<file path="src/rtl/prodacc_pkg.sv">
// Shared types and constants for the prodacc signed product accumulator.
// Optional clamp-on-overflow behaviour is selected with the PRODACC_SAT_EN macro.
package prodacc_pkg;

    localparam int PW_DEF = 16;
    localparam int AW_DEF = 24;
    localparam int LW_DEF = 8;

    typedef enum logic [1:0] {
        ST_IDLE = 2'd0,
        ST_ACC  = 2'd1,
        ST_DONE = 2'd2
    } state_t;

    // Clamp limits for the default accumulator width.
    localparam logic [AW_DEF-1:0] SAT_POS = {1'b0, {(AW_DEF-1){1'b1}}};
    localparam logic [AW_DEF-1:0] SAT_NEG = {1'b1, {(AW_DEF-1){1'b0}}};

endpackage

</file>
<file path="src/rtl/prodacc_if.sv">
// Product stream, result stream and status signals of prodacc.
// A transfer happens on a rising edge where valid and ready are both high.
interface prodacc_if #(
    parameter int PW = 16,
    parameter int AW = 24,
    parameter int LW = 8
);
    logic          start;
    logic [LW-1:0] len;
    logic          in_valid;
    logic [PW-1:0] in_prod;
    logic          in_ready;
    logic          out_valid;
    logic [AW-1:0] out_data;
    logic          out_ready;
    logic          busy;
    logic          ovf;

    modport master (
        output start, len, in_valid, in_prod, out_ready,
        input  in_ready, out_valid, out_data, busy, ovf
    );

    modport slave (
        input  start, len, in_valid, in_prod, out_ready,
        output in_ready, out_valid, out_data, busy, ovf
    );
endinterface

</file>
<file path="src/rtl/prodacc_add.sv">
// Combinational signed adder: AW-bit accumulator plus sign-extended PW-bit product.
// With PRODACC_SAT_EN defined the result clamps to the signed AW-bit range on overflow.
module prodacc_add #(
    parameter int PW = 16,
    parameter int AW = 24
) (
    input  logic [AW-1:0] i_acc,
    input  logic [PW-1:0] i_prod,
    output logic [AW-1:0] o_sum,
    output logic          o_ovf
);
    logic [AW:0] w_sum;

    assign w_sum = {i_acc[AW-1], i_acc} + {{(AW+1-PW){i_prod[PW-1]}}, i_prod};
    assign o_ovf = w_sum[AW] ^ w_sum[AW-1];

`ifdef PRODACC_SAT_EN
    localparam logic [AW-1:0] W_SAT_POS = {1'b0, {(AW-1){1'b1}}};
    localparam logic [AW-1:0] W_SAT_NEG = {1'b1, {(AW-1){1'b0}}};

    // Bit AW of the wide sum carries the true sign of the result.
    always_comb begin
        o_sum = w_sum[AW-1:0];
        if (o_ovf) begin
            o_sum = w_sum[AW] ? W_SAT_NEG : W_SAT_POS;
        end
    end
`else
    assign o_sum = w_sum[AW-1:0];
`endif

endmodule

</file>
<file path="src/rtl/prodacc.sv">
// Signed product accumulator: sums a programmed number of products, then offers the total.
// Build with PRODACC_SAT_EN defined to clamp instead of wrap on overflow.
module prodacc
    import prodacc_pkg::*;
#(
    parameter int PW = PW_DEF,
    parameter int AW = AW_DEF,
    parameter int LW = LW_DEF
) (
    input  logic       clk,
    input  logic       nreset,
    prodacc_if.slave   bus,
    output state_t     o_dbg_state
);
    state_t        r_state;
    state_t        w_next;
    logic [LW-1:0] r_cnt;
    logic [AW-1:0] r_acc;
    logic          r_ovf;
    logic          w_in_ready;
    logic          w_out_valid;
    logic          w_busy;
    logic          w_beat;
    logic          w_start_ok;
    logic [AW-1:0] w_sum;
    logic          w_add_ovf;

    assign w_beat     = bus.in_valid & w_in_ready;
    assign w_start_ok = bus.start & (r_state == ST_IDLE);

    always_ff @(posedge clk or negedge nreset) begin
        if (!nreset) begin
            r_state <= ST_IDLE;
        end else begin
            r_state <= w_next;
        end
    end

    always_comb begin
        w_next = r_state;
        case (r_state)
            ST_IDLE: if (bus.start) w_next = (bus.len != '0) ? ST_ACC : ST_DONE;
            ST_ACC:  if (w_beat && (r_cnt == LW'(1))) w_next = ST_DONE;
            ST_DONE: if (bus.out_ready) w_next = ST_IDLE;
            default: w_next = ST_IDLE;
        endcase
    end

    // Handshake outputs decode the state register only.
    always_comb begin
        w_in_ready  = 1'b0;
        w_out_valid = 1'b0;
        w_busy      = 1'b0;
        case (r_state)
            ST_ACC: begin
                w_in_ready = 1'b1;
                w_busy     = 1'b1;
            end
            ST_DONE: begin
                w_out_valid = 1'b1;
                w_busy      = 1'b1;
            end
            default: ;
        endcase
    end

    prodacc_add #(
        .PW(PW),
        .AW(AW)
    ) u_add (
        .i_acc  (r_acc),
        .i_prod (bus.in_prod),
        .o_sum  (w_sum),
        .o_ovf  (w_add_ovf)
    );

    // A zero length loads cnt with 0, which never matters since ACC is skipped.
    always_ff @(posedge clk or negedge nreset) begin
        if (!nreset) begin
            r_acc <= '0;
            r_cnt <= '0;
            r_ovf <= 1'b0;
        end else if (w_start_ok) begin
            r_acc <= '0;
            r_cnt <= bus.len;
            r_ovf <= 1'b0;
        end else if (w_beat) begin
            r_acc <= w_sum;
            r_cnt <= r_cnt - LW'(1);
            if (w_add_ovf) r_ovf <= 1'b1;
        end
    end

    assign bus.in_ready  = w_in_ready;
    assign bus.out_valid = w_out_valid;
    assign bus.busy      = w_busy;
    assign bus.out_data  = r_acc;
    assign bus.ovf       = r_ovf;
    assign o_dbg_state   = r_state;

endmodule

</file>
<file path="src/flat_wrapper.sv">
// flat-port wrapper written by rule: the top's interface ports become plain ports
module prodacc_flat import prodacc_pkg::*;
#(
    parameter int PW = PW_DEF,
    parameter int AW = AW_DEF,
    parameter int LW = LW_DEF
)
  (clk, nreset, o_dbg_state, bus_start, bus_len, bus_in_valid, bus_in_prod, bus_out_ready, bus_in_ready, bus_out_valid, bus_out_data, bus_busy, bus_ovf);
  prodacc_if #(.PW(PW), .AW(AW), .LW(LW)) bus_i ();
  input  logic clk;
  input  logic nreset;
  output state_t o_dbg_state;
  input wire logic [$bits(bus_i.start)-1:0] bus_start;
  input wire logic [$bits(bus_i.len)-1:0] bus_len;
  input wire logic [$bits(bus_i.in_valid)-1:0] bus_in_valid;
  input wire logic [$bits(bus_i.in_prod)-1:0] bus_in_prod;
  input wire logic [$bits(bus_i.out_ready)-1:0] bus_out_ready;
  output wire logic [$bits(bus_i.in_ready)-1:0] bus_in_ready;
  output wire logic [$bits(bus_i.out_valid)-1:0] bus_out_valid;
  output wire logic [$bits(bus_i.out_data)-1:0] bus_out_data;
  output wire logic [$bits(bus_i.busy)-1:0] bus_busy;
  output wire logic [$bits(bus_i.ovf)-1:0] bus_ovf;
  assign bus_i.start = bus_start;
  assign bus_i.len = bus_len;
  assign bus_i.in_valid = bus_in_valid;
  assign bus_i.in_prod = bus_in_prod;
  assign bus_i.out_ready = bus_out_ready;
  assign bus_in_ready = bus_i.in_ready;
  assign bus_out_valid = bus_i.out_valid;
  assign bus_out_data = bus_i.out_data;
  assign bus_busy = bus_i.busy;
  assign bus_ovf = bus_i.ovf;
  prodacc #(.PW(PW), .AW(AW), .LW(LW)) u_core (.clk(clk), .nreset(nreset), .bus(bus_i), .o_dbg_state(o_dbg_state));
endmodule
</file>
<file path="config.mk">
export PLATFORM = sky130hd
export DESIGN_NAME = prodacc_flat
export DESIGN_NICKNAME = d
export VERILOG_FILES = /design/src/rtl/prodacc_pkg.sv /design/src/rtl/prodacc_if.sv /design/src/rtl/prodacc_add.sv /design/src/rtl/prodacc.sv /design/src/flat_wrapper.sv
export SDC_FILE = /design/constraint.sdc
export NUM_CORES = 1
export LEC_CHECK = 0
export ABC_AREA = 1
export ABC_CLOCK_PERIOD_IN_PS = 4600
export CAP_MARGIN = 25
export CORE_ASPECT_RATIO = 0.9
export CORE_MARGIN = 8
export CORE_UTILIZATION = 35
export DETAILED_ROUTE_END_ITERATION = 10
export MAX_ROUTING_LAYER = met4
export PLACE_DENSITY = 0.66
export SYNTH_ARGS = -nofsm -noshare
export SYNTH_HDL_FRONTEND = slang
export SYNTH_HIERARCHICAL = 1
export SYNTH_SLANG_ARGS = --single-unit
export TNS_END_PERCENT = 100
</file>
<file path="constraint.sdc">
create_clock -name clk -period 4.6 [get_ports clk]
set_clock_uncertainty 0.05 [all_clocks]
set_input_delay 0.69 -clock clk [delete_from_list [all_inputs] [get_ports clk]]
set_output_delay 0.69 -clock clk [all_outputs]
set_load 0.1 [all_outputs]
</file>
==> summary.md <==
| Metric | Value |
|---|---|
| Status | finished, final reports clean |
| CP required | 3.86 ns |
| Reg clk slew, reported paths | 0.08 ns |
| Top FF cell, synth | dfrtp_1 |
| Main area contributors after synthesis | dfrtp_1, nand2_1, ha_1, inv_1, a22o_1 |
| Final Hold Fails | 0 |
| Sequence of cells on the critical path | inv_1 -> ha_1 -> clkdlybuf4s50_1 |
| Routed via count | 3272 |
| Cell count after synthesis | 481 |
| H-tree depth | 2 |
| Antenna Nets Post-Route | 0 |
| DRC Markers | 0 |
| Period utilization | 63.7% |
| Area leader, netlist | dfrtp_1 |
| Max_cap viols | 0 |
| CP arrival | 2.19 ns |
| CP bufs+invs | 2 |
| Die area | 0.0129 mm2 |
| Final cell count without fillers | 664 |
| #FFs+latches synth | 35 |
| Port Buf Inserts | 58 |
| Crit-path leading delay family | buffers and inverters |
| Pin slew with the least headroom to its limit | 0.990 ns |
| Share of cells above drive strength 1 | 6.09% |
| Initial antenna violation count | 0 |
| Max incr delay on CP | 1.13 ns |
| Post-Place Cells | 656 |
| Fmax | 0.341 GHz |
| CP startpoint kind | flop |
| R2R Setup Slk | 2.30 ns |
| Critical path capture point type | output pin |
| Worst Path Max Fanout | 4 |
| Reg2reg start | u_core/bus.out_data[0] |
| FF-to-FF path depth | 13 |
| CTS tree | done |
| Peak supply drop | 0.534 mV |
| Vias in the first global route | 3243 |
| Top cell type's share of synthesized area | 26.4% |
| Critical-path top delay cell | clkdlybuf4s50_1 |
| # setup viols final | 0 |
| Post-cts resize count | 0 |
| Diodes inserted | 0 |
| Area of the mapped netlist | 0.00332 mm2 |
| Max_slew headroom | 33.8% |
| GRT Overall Usage | 15.7% |
| Hold WC Path Type | input port to async pin |
| Die Y | 108 um |
| Num CTS Buffers | 5 |
| Number of post-CTS setup repair buffers | 0 |
| Final Power | 0.00316 W |
| Register area share after synthesis | 26.4% |
| EDFF count, synth | 0 |
| Core footprint | 0.00917 mm2 |
| Global-route wire length before repair | 16.0 mm |
| Syn Nets | 540 |
| Reg2reg end | u_core/bus.ovf |
| Share of flip-flops with an asynchronous set or reset | 100% |
| Initial Util | 36.2% |
| Mapped Avg Cell Area | 6.91 um2 |
| Cts hold-fix bufs | 0 |
| DR iter-0 viols | 230 |
| Routed WL | 9.70 mm |
| Largest net degree at the start of global routing | 36 |
| Chip width | 119 um |
| Setup tns final | 0 ns |
| Final Net Count | 600 |
| Final HPWL DP | 7.59 mm |
| CTS Root Cell | clkbuf_8 |
| Post-synthesis cell type count | 32 |
| I/O pins | 59 |
| Pwr dens | 769 mW/mm2 |
| DRT Pass-1 Iters | 5 |
| Synth Warn # | 6 |
| Rows | 33 |
| RSZ-0062 raised after global routing | no |
| Gpl congestion | 0.921 |
| Wire per inst | 14.6 um |
| Clk_lat worst skew | 0.29 ns |
| Overflow after GRT | 0 |
| Clock buffer depth | 2 |
| Vias per Instance | 4.93 |
| Tmin final | 2.93 ns |
| Critical path class | flop to output pin |
| Clock Sinks | 35 |
| Synth-to-Final Area Change | 23.8% |
| Lkg Pwr | 2.15 nW |
| Slew Limit Fails | 0 |
-- cells by family (layout without fill, tap and decap cells) --
family	after synthesis	after routing	share of synthesized area [%]
xor gates and xnor gates	17	17	4.48
adders and majority gates	30	30	11.5
buffers and inverters	84	145	10.8
and+or+nand+nor	245	245	32.2
DFF	35	35	26.4
AOI/OAI and AO/OA	70	70	14.7
-- cell usage after synthesis (2+ instances only) --
| cell type | number |
|---|---|
| inv_1 | 77 |
| o21ai_1 | 4 |
| o21ai_0 | 6 |
| ha_1 | 29 |
| buf_6 | 5 |
| nor3_1 | 2 |
| dfrtp_1 | 35 |
| nand2_1 | 140 |
| and2_1 | 2 |
| xnor2_1 | 4 |
| a21oi_1 | 23 |
| nor2_2 | 5 |
| nor2_4 | 2 |
| a22o_1 | 24 |
| nand2_2 | 7 |
| nor2_1 | 45 |
| xor2_1 | 13 |
| nand3_2 | 2 |
| nand4_1 | 10 |
| inv_4 | 2 |
| nand2_4 | 3 |
| o21bai_1 | 6 |
| or2_1 | 2 |
| nand3_1 | 25 |
-- worst max path at each step --
| stage | from | endpoint | slack [ns] | cells past startpoint |
|---|---|---|---|---|
| 2_1_floorplan | u_core/o_dbg_state[0] | u_core/bus.out_data[10] | 1.64 | 6 |
| 3_3_place_gp | bus_in_prod[15] | u_core/bus.ovf | 1.53 | 13 |
| 3_5_place_dp | bus_in_prod[15] | u_core/bus.ovf | 1.51 | 13 |
| 4_1_cts | u_core/o_dbg_state[1] | bus_busy | 1.64 | 3 |
| 5_1_grt | u_core/o_dbg_state[1] | bus_busy | 1.58 | 3 |
| 6_report | u_core/o_dbg_state[1] | bus_busy | 1.67 | 3 |
-- layout make-up --
type / instances / area (um2)
Fill cell: 983 / 5050
Multi-Input combinational cell: 362 / 2090
Sequential cell: 35 / 876
Timing Repair Buffer: 58 / 576
Inverter: 79 / 302
Tap cell: 122 / 153
Clock buffer: 6 / 82.6
Clock inverter: 2 / 35.0
-- power breakdown --
group / leakage (nW) / switching [W] / internal [W]
clock: 0.0612 / 0.000127 / 0.000176
combinational: 1.63 / 0.00164 / 0.000665
sequential: 0.459 / 0.000119 / 0.000433
-- cell usage in the layout (no fill, tap or decap), types with 3 or more instances in the layout --
cell type / netlist / final
clkdlybuf4s50_1: 0 / 57
nand3_1: 25 / 25
o21ai_1: 4 / 4
nor2_1: 45 / 45
clkbuf_8: 0 / 6
nand2_4: 3 / 3
ha_1: 29 / 29
nand2_2: 7 / 7
inv_1: 77 / 77
xnor2_1: 4 / 4
a22o_1: 24 / 24
a21oi_1: 23 / 23
dfrtp_1: 35 / 35
nor2_2: 5 / 5
nand2_1: 140 / 140
o21ai_0: 6 / 6
o21bai_1: 6 / 6
nand4_1: 10 / 10
xor2_1: 13 / 13
-- sequential cells by signal (all words and copies together) (netlist names) --
register and flops:
u_core/o_dbg_state 2, u_core/bus.ovf 1, u_core/r_cnt 8, u_core/bus.out_data 24
-- metrics by stage --
step                hold slack [ns]  setup slack, ns  area (um2)  utilization, %
floorplan                     0.344             1.64        3320               -
global placement              0.437             1.53        3990            43.6
detailed placement            0.448             1.51        3990            43.6
CTS                           0.472             1.64        4110            44.9
global route                  0.500             1.58        4110            44.9
finish                        0.448             1.67        4110            44.9
-- metal layers --
layer,GRT usage (%),up-vias,wire length [um],part of all wire (%)
met5,-,-,0,0
met4,3.88,0,99,1.0
met3,2.24,8,470,4.8
met2,22.4,86,4000,41
met1,22.6,1506,5130,53
li1,-,1672,-,-
No activity file was read; power rests on OpenSTA's default activity.
